### src/rtl/bounce_emu_pkg.sv
// Shared definitions for the bounce emulator: FSM state encoding, LFSR
// feedback taps and the settle-counter width.
package bounce_emu_pkg;

  typedef enum logic [1:0] {
    STABLE = 2'b00,
    BOUNCE = 2'b01,
    SETTLE = 2'b10
  } state_e;

  // Fibonacci taps 16,14,13,11 expressed as a bit mask over q[15:0]
  localparam logic [15:0] LFSR_TAPS = 16'hB400;

  localparam int SETTLE_W = 24;

  // XOR of all tapped bits gives the bit shifted in at the bottom
  function automatic logic lfsr_feedback(input logic [15:0] q);
    return ^(q & LFSR_TAPS);
  endfunction

endpackage

### src/rtl/lfsr16.sv
// 16-bit Fibonacci LFSR that free-runs every cycle; reloads seed on reset.
module lfsr16
  import bounce_emu_pkg::*;
(
  input  logic        clk,
  input  logic        rst_n,
  input  logic [15:0] seed,
  output logic [15:0] q
);

  logic [15:0] q_q;

  // Shift left, inserting the tap parity at bit 0
  always_ff @(posedge clk or negedge rst_n) begin
    if (!rst_n) begin
      q_q <= seed;
    end else begin
      q_q <= {q_q[14:0], lfsr_feedback(q_q)};
    end
  end

  assign q = q_q;

endmodule

### src/rtl/bounce_emulator.sv
// Mechanical switch bounce emulator. A change on cmd produces BOUNCES
// toggles of sw spaced by an interval, then sw is held at the target for
// SETTLE_CYC cycles before a one-cycle done_tick.
// Build option: define BOUNCE_LFSR_EN to draw pseudo-random intervals from a
// 16-bit LFSR; otherwise every interval is 2^(INTERVAL_W-1).
module bounce_emulator
  import bounce_emu_pkg::*;
#(
  parameter int          BOUNCES    = 8,
  parameter int          INTERVAL_W = 12,
  parameter int          SETTLE_CYC = 65536,
  parameter logic [15:0] SEED       = 16'hACE1
) (
  input  logic clk,
  input  logic rst_n,
  input  logic cmd,
  output logic sw,
  output logic busy,
  output logic done_tick
);

  localparam logic [INTERVAL_W-1:0] IVL_ONE     = {{(INTERVAL_W-1){1'b0}}, 1'b1};
  localparam logic [SETTLE_W-1:0]   SETTLE_ONE  = {{(SETTLE_W-1){1'b0}}, 1'b1};
  localparam logic [SETTLE_W-1:0]   SETTLE_LOAD = SETTLE_W'(SETTLE_CYC);
  localparam logic [7:0]            BOUNCE_LAST = 8'(BOUNCES);

  state_e                state_q, state_d;
  logic                  target_q, target_d;
  logic                  sw_q, sw_d;
  logic                  busy_q, busy_d;
  logic                  done_q, done_d;
  logic [7:0]            cnt_q, cnt_d;
  logic [INTERVAL_W-1:0] ivl_q, ivl_d;
  logic [SETTLE_W-1:0]   settle_q, settle_d;
  logic [INTERVAL_W-1:0] new_ivl;

`ifdef BOUNCE_LFSR_EN
  logic [15:0] lfsr_q;
  logic        lfsr_unused;

  lfsr16 u_lfsr (
    .clk   (clk),
    .rst_n (rst_n),
    .seed  (SEED),
    .q     (lfsr_q)
  );

  assign lfsr_unused = ^lfsr_q;

  // Take the low LFSR bits as the next interval, never allowing zero
  always_comb begin
    new_ivl = lfsr_q[INTERVAL_W-1:0];
    if (new_ivl == '0) begin
      new_ivl = IVL_ONE;
    end
  end
`else
  localparam logic [INTERVAL_W-1:0] FIXED_IVL = {1'b1, {(INTERVAL_W-1){1'b0}}};

  assign new_ivl = FIXED_IVL;
`endif

  // State and counter registers
  always_ff @(posedge clk or negedge rst_n) begin
    if (!rst_n) begin
      state_q  <= STABLE;
      target_q <= 1'b0;
      sw_q     <= 1'b0;
      busy_q   <= 1'b0;
      done_q   <= 1'b0;
      cnt_q    <= '0;
      ivl_q    <= '0;
      settle_q <= '0;
    end else begin
      state_q  <= state_d;
      target_q <= target_d;
      sw_q     <= sw_d;
      busy_q   <= busy_d;
      done_q   <= done_d;
      cnt_q    <= cnt_d;
      ivl_q    <= ivl_d;
      settle_q <= settle_d;
    end
  end

  // Next-state logic; a new target always wins and restarts the bounce
  always_comb begin
    state_d  = state_q;
    target_d = target_q;
    sw_d     = sw_q;
    busy_d   = busy_q;
    done_d   = 1'b0;
    cnt_d    = cnt_q;
    ivl_d    = ivl_q;
    settle_d = settle_q;

    if (cmd != target_q) begin
      sw_d     = ~sw_q;
      target_d = cmd;
      cnt_d    = 8'd1;
      ivl_d    = new_ivl;
      busy_d   = 1'b1;
      state_d  = BOUNCE;
    end else begin
      unique case (state_q)
        STABLE: begin
        end
        BOUNCE: begin
          if (ivl_q > IVL_ONE) begin
            ivl_d = ivl_q - IVL_ONE;
          end else if (cnt_q < BOUNCE_LAST) begin
            sw_d  = ~sw_q;
            cnt_d = cnt_q + 8'd1;
            ivl_d = new_ivl;
          end else begin
            sw_d     = target_q;
            settle_d = SETTLE_LOAD;
            state_d  = SETTLE;
          end
        end
        SETTLE: begin
          sw_d = target_q;
          if (settle_q > SETTLE_ONE) begin
            settle_d = settle_q - SETTLE_ONE;
          end else begin
            done_d  = 1'b1;
            busy_d  = 1'b0;
            state_d = STABLE;
          end
        end
        default: begin
          state_d = STABLE;
        end
      endcase
    end
  end

  assign sw        = sw_q;
  assign busy      = busy_q;
  assign done_tick = done_q;

endmodule

### config.mk
export PLATFORM = sky130hd
export DESIGN_NAME = bounce_emulator
export DESIGN_NICKNAME = d
export VERILOG_FILES = /design/src/rtl/bounce_emu_pkg.sv /design/src/rtl/lfsr16.sv /design/src/rtl/bounce_emulator.sv
export SDC_FILE = /design/constraint.sdc
export NUM_CORES = 1
export LEC_CHECK = 0
export ABC_CLOCK_PERIOD_IN_PS = 2400
export CAP_MARGIN = 20
export CORE_AREA = 5 5 99 64
export CTS_CLUSTER_SIZE = 40
export DETAILED_ROUTE_END_ITERATION = 10
export DIE_AREA = 0 0 104 69
export PLACE_DENSITY = 0.7
export SYNTH_ARGS = -nofsm -noshare
export SYNTH_HDL_FRONTEND = slang
export SYNTH_HIERARCHICAL = 1
export SYNTH_SLANG_ARGS = --single-unit
### constraint.sdc
create_clock -name clk -period 2.4 [get_ports clk]
set_input_delay 0.36 -clock clk [delete_from_list [all_inputs] [get_ports clk]]
set_output_delay 0.36 -clock clk [all_outputs]
set_load 0.02 [all_outputs]
==> run_results.csv <==
group,metric,value,unit
status,outcome,"finished with violations",
status,violations,"negative setup slack",
worst_setup_path,cpMaxStageDelayCell,"or4_4",
logic_synthesis,yosysWarnings,6,
logic_synthesis,synth_top_cell_area_share,43.94,%
clock_tree,clkLatencyLatePin,0.30,ns
finish,fin_nets,366,
logic_synthesis,syn_nets,316,
logic_synthesis,synthTopCellsByArea,"dfrtp_1, or4_1, a21oi_1, o31ai_1, ha_1",
routing,drc,0,
die,rows,21,
worst_setup_path,end_kind,"register",
logic_synthesis,yosysTopAreaCell,"dfrtp_1",
routing,routed_via_density,5.984,
flow_run,max_cap_violations,0,
placed_design,routabilityCongestion,0.8176,
worst_setup_path,timing.rr.start,"settle_q[18]",
global_route,grt_pass1_wl,12160,um
global_route,grt_usage,20.28,%
routing,dr.pass1.iters,5,
global_route,gr-total-overflow,0,
pwr,p_comb_share,33.9,%
clock_tree,cts_tree,"built",
pwr,powerDensity,785.5,nW/um^2
timing,report.final.slew_viol_count,0,
worst_setup_path,start_kind,"register",
global_route,grt_pass1_vias,2419,
timing,setup_slack,-0.2005,ns
routing,dr.first_iter.drc_count,168,
die,dieArea,7176,um^2
clock_tree,clkTransAtPathRegs,0.10,ns
timing,slew_headroom,51.31,%
logic_synthesis,synthDistinctLibCells,44,
logic_synthesis,synth_area,2848,um^2
clock_tree,clock_sinks,50,
global_route,antenna_found_initial,0,
finish,synthToLayoutAreaGrowth,25.09,%
logic_synthesis,synth_edf_count,0,
logic_synthesis,yosys-top-cells-count,"dfrtp_1, a21oi_1, nor2_1, or4_1, nand2_1",
timing,fin_crit_sh,108.4,%
worst_setup_path,r2r_cells,5,
worst_setup_path,crit_required,2.63,ns
routing,routedWlPerCell,16.47,um
timing,tightestPinTransition,0.7303,ns
logic_synthesis,seq_area_frac_synth,43.94,%
timing,period_minus_slack,2.600,ns
placed_design,port_buffers,5,
worst_setup_path,crit_fanout,4,
pwr,power.net_switching,0.0009237,W
worst_hold_path,hp-class,"input pin to async pin",
timing,fin_skew,0.01323,ns
timing,finalSetupTns,-1.797,ns
worst_setup_path,slowest_delay,0.56,ns
routing,antenna_left,0,
worst_setup_path,critical_path_class,"register to register",
timing,fmax,384.5,MHz
pwr,vdd_ir_drop_max,417.8,uV
logic_synthesis,syn-mean-instance-area,9.337,um^2
clock_tree,cts_root_buf,"clkbuf_8",
logic_synthesis,yosysMostFrequentCell,"dfrtp_1",
timing,rsz0062_at_grt,"true",
pwr,sequentialPowerShare,40.7,%
timing,setup_viol,19,
clock_tree,cts_buffers,5,
worst_setup_path,timing.rr.end,"state_q[1]",
finish,final_cells,425,
worst_setup_path,cp.arrival,2.83,ns
die,die_h,69,um
worst_setup_path,critPathMostFrequentCell,"or4_4",
die,die_x,104,um
logic_synthesis,synth_async_sr_flop_share,100.0,%
finish,diodes,0,
clock_tree,cts_buffer_depth,2,
placed_design,placed_cells,405,
finish,drive_gt1_share,21.91,%
clock_tree,htreeDepth,2,
pwr,switching_share,33.01,%
placed_design,hpwl,4824,um
die,placeableCoreArea,5360,um^2
global_route,grt_max_degree,38,
routing,vias,2543,
die,boundaryPins,6,
logic_synthesis,ys_seq_elements,50,
pwr,clkPwrFrac,25.4,%
pwr,leakagePower,1.523,nW
routing,wirelength,7000,um
worst_setup_path,path_cells,"or4_4 -> or4_4 -> or4_4 -> a2111oi_4 -> mux2i_1",
logic_synthesis,ys.flop_type,"dfrtp_1",
die,initial_core_util,53.13,%
worst_setup_path,rrSetupSlack,-0.20,ns
logic_synthesis,postSynthCellCount,305,
pwr,power.internal,0.001874,W
timing,hold_violations,0,
[worst max-delay path, delay by kind of cell, from the launching register on]
kind	cells	cell delay [ns]
multiplexers	1	0.24
AND/OR/NAND/NOR	3	1.56
AO/OA/AOI/OAI	1	0.35
flip-flops	1	0.39
[how the worst max path moves through the flow]
stage	slack [ns]	startpoint	cells after the start	to
finish	-0.20	settle_q[18]	5	state_q[1]
global route	-0.25	settle_q[18]	5	state_q[1]
CTS	-0.21	settle_q[18]	5	state_q[1]
detailed placement	-0.19	settle_q[18]	5	state_q[1]
global placement	-0.1	settle_q[18]	5	state_q[1]
floorplan	-0.09	settle_q[18]	5	state_q[1]
[flip-flops by register name, summed over array words and instances (netlist names)]
signal	flops
busy	1
sw	1
state_q	2
cnt_q	8
ivl_q	12
settle_q	24
target_q	1
done_tick	1
[power groups by stage]
stage / combinational [W] / sequential (W) / clock [W]
after floorplan: 0.000568 / 0.00112 / 0
after global placement: 0.000877 / 0.00114 / 0
after detailed placement: 0.000903 / 0.00114 / 0
after CTS: 0.000919 / 0.00113 / 0.000722
after global routing: 0.00106 / 0.00116 / 0.000765
final: 0.000948 / 0.00114 / 0.000710
[cell families (layout without fill, tap and decap cells)]
group	after synthesis	after routing	synth area share, %
compound gates	77	77	18.23
mux	4	4	1.406
flops	50	50	43.94
buf+inv	29	80	3.910
xor+xnor	11	11	3.383
simple gates	125	125	25.26
fa+ha+maj	9	9	3.867
[area by class of cell]
type / instances / area, um^2
inverter: 13 / 48.80
multi-input combinational: 226 / 1528
timing repair buffer: 59 / 510.5
clock inverter: 3 / 68.82
tap: 69 / 86.33
clock buffer: 5 / 68.82
fill: 452 / 1798
sequential: 50 / 1251
[routing by layer]
| metal | share of wire [%] | track usage, % |
|---|---|---|
| met1 | 53 | 32.76 |
| met2 | 41 | 27.97 |
| met3 | 4.9 | 3.825 |
| met4 | 0.49 | 3.736 |
| met5 | 0 | 0 |
[layout by cell type (no fill, tap or decap), types with 3 or more instances in the layout]
| cell type | instances |
|---|---|
| a211oi_1 | 5 |
| a21o_1 | 4 |
| a21oi_1 | 26 |
| and2_1 | 3 |
| buf_4 | 48 |
| clkbuf_8 | 5 |
| clkdlybuf4s50_1 | 4 |
| dfrtp_1 | 50 |
| ha_1 | 8 |
| inv_1 | 13 |
| mux2i_1 | 4 |
| nand2_1 | 18 |
| nand2b_1 | 6 |
| nand3_1 | 5 |
| nor2_1 | 23 |
| nor3_1 | 7 |
| nor4_1 | 9 |
| o21ai_0 | 5 |
| o21ai_1 | 3 |
| o31ai_1 | 17 |
| or2_2 | 4 |
| or3_1 | 12 |
| or4_1 | 22 |
| or4_4 | 3 |
| xnor2_1 | 9 |
[metrics by stage]
| step | cell area (um^2) | util [%] | setup WS, ns | total power (W) | hold slack, ns |
|---|---|---|---|---|---|
| finish | 3562 | 66.46 | -0.2005 | 0.002798 | 0.1036 |
| global route | 3562 | 66.46 | -0.2530 | 0.002987 | 0.1651 |
| CTS | 3488 | 65.08 | -0.2100 | 0.002769 | 0.1318 |
| detailed placement | 3257 | 60.76 | -0.1947 | 0.002043 | 0.4670 |
| global placement | 3257 | 60.76 | -0.09976 | 0.002013 | 0.4580 |
| floorplan | 2850 | - | -0.09304 | 0.001684 | 0.06441 |
[timing repair]
action / in CTS / in global routing
pin swaps: 3 / 4
endpoints found under the setup margin: 23 / 27
hold endpoints to repair: 0 / 0
hold buffers: 0 / 0
gates cloned: 3 / 0
resized for setup: 7 / 12
setup buffers: 4 / 5
Note: power is estimated with default switching activity, not from simulation.
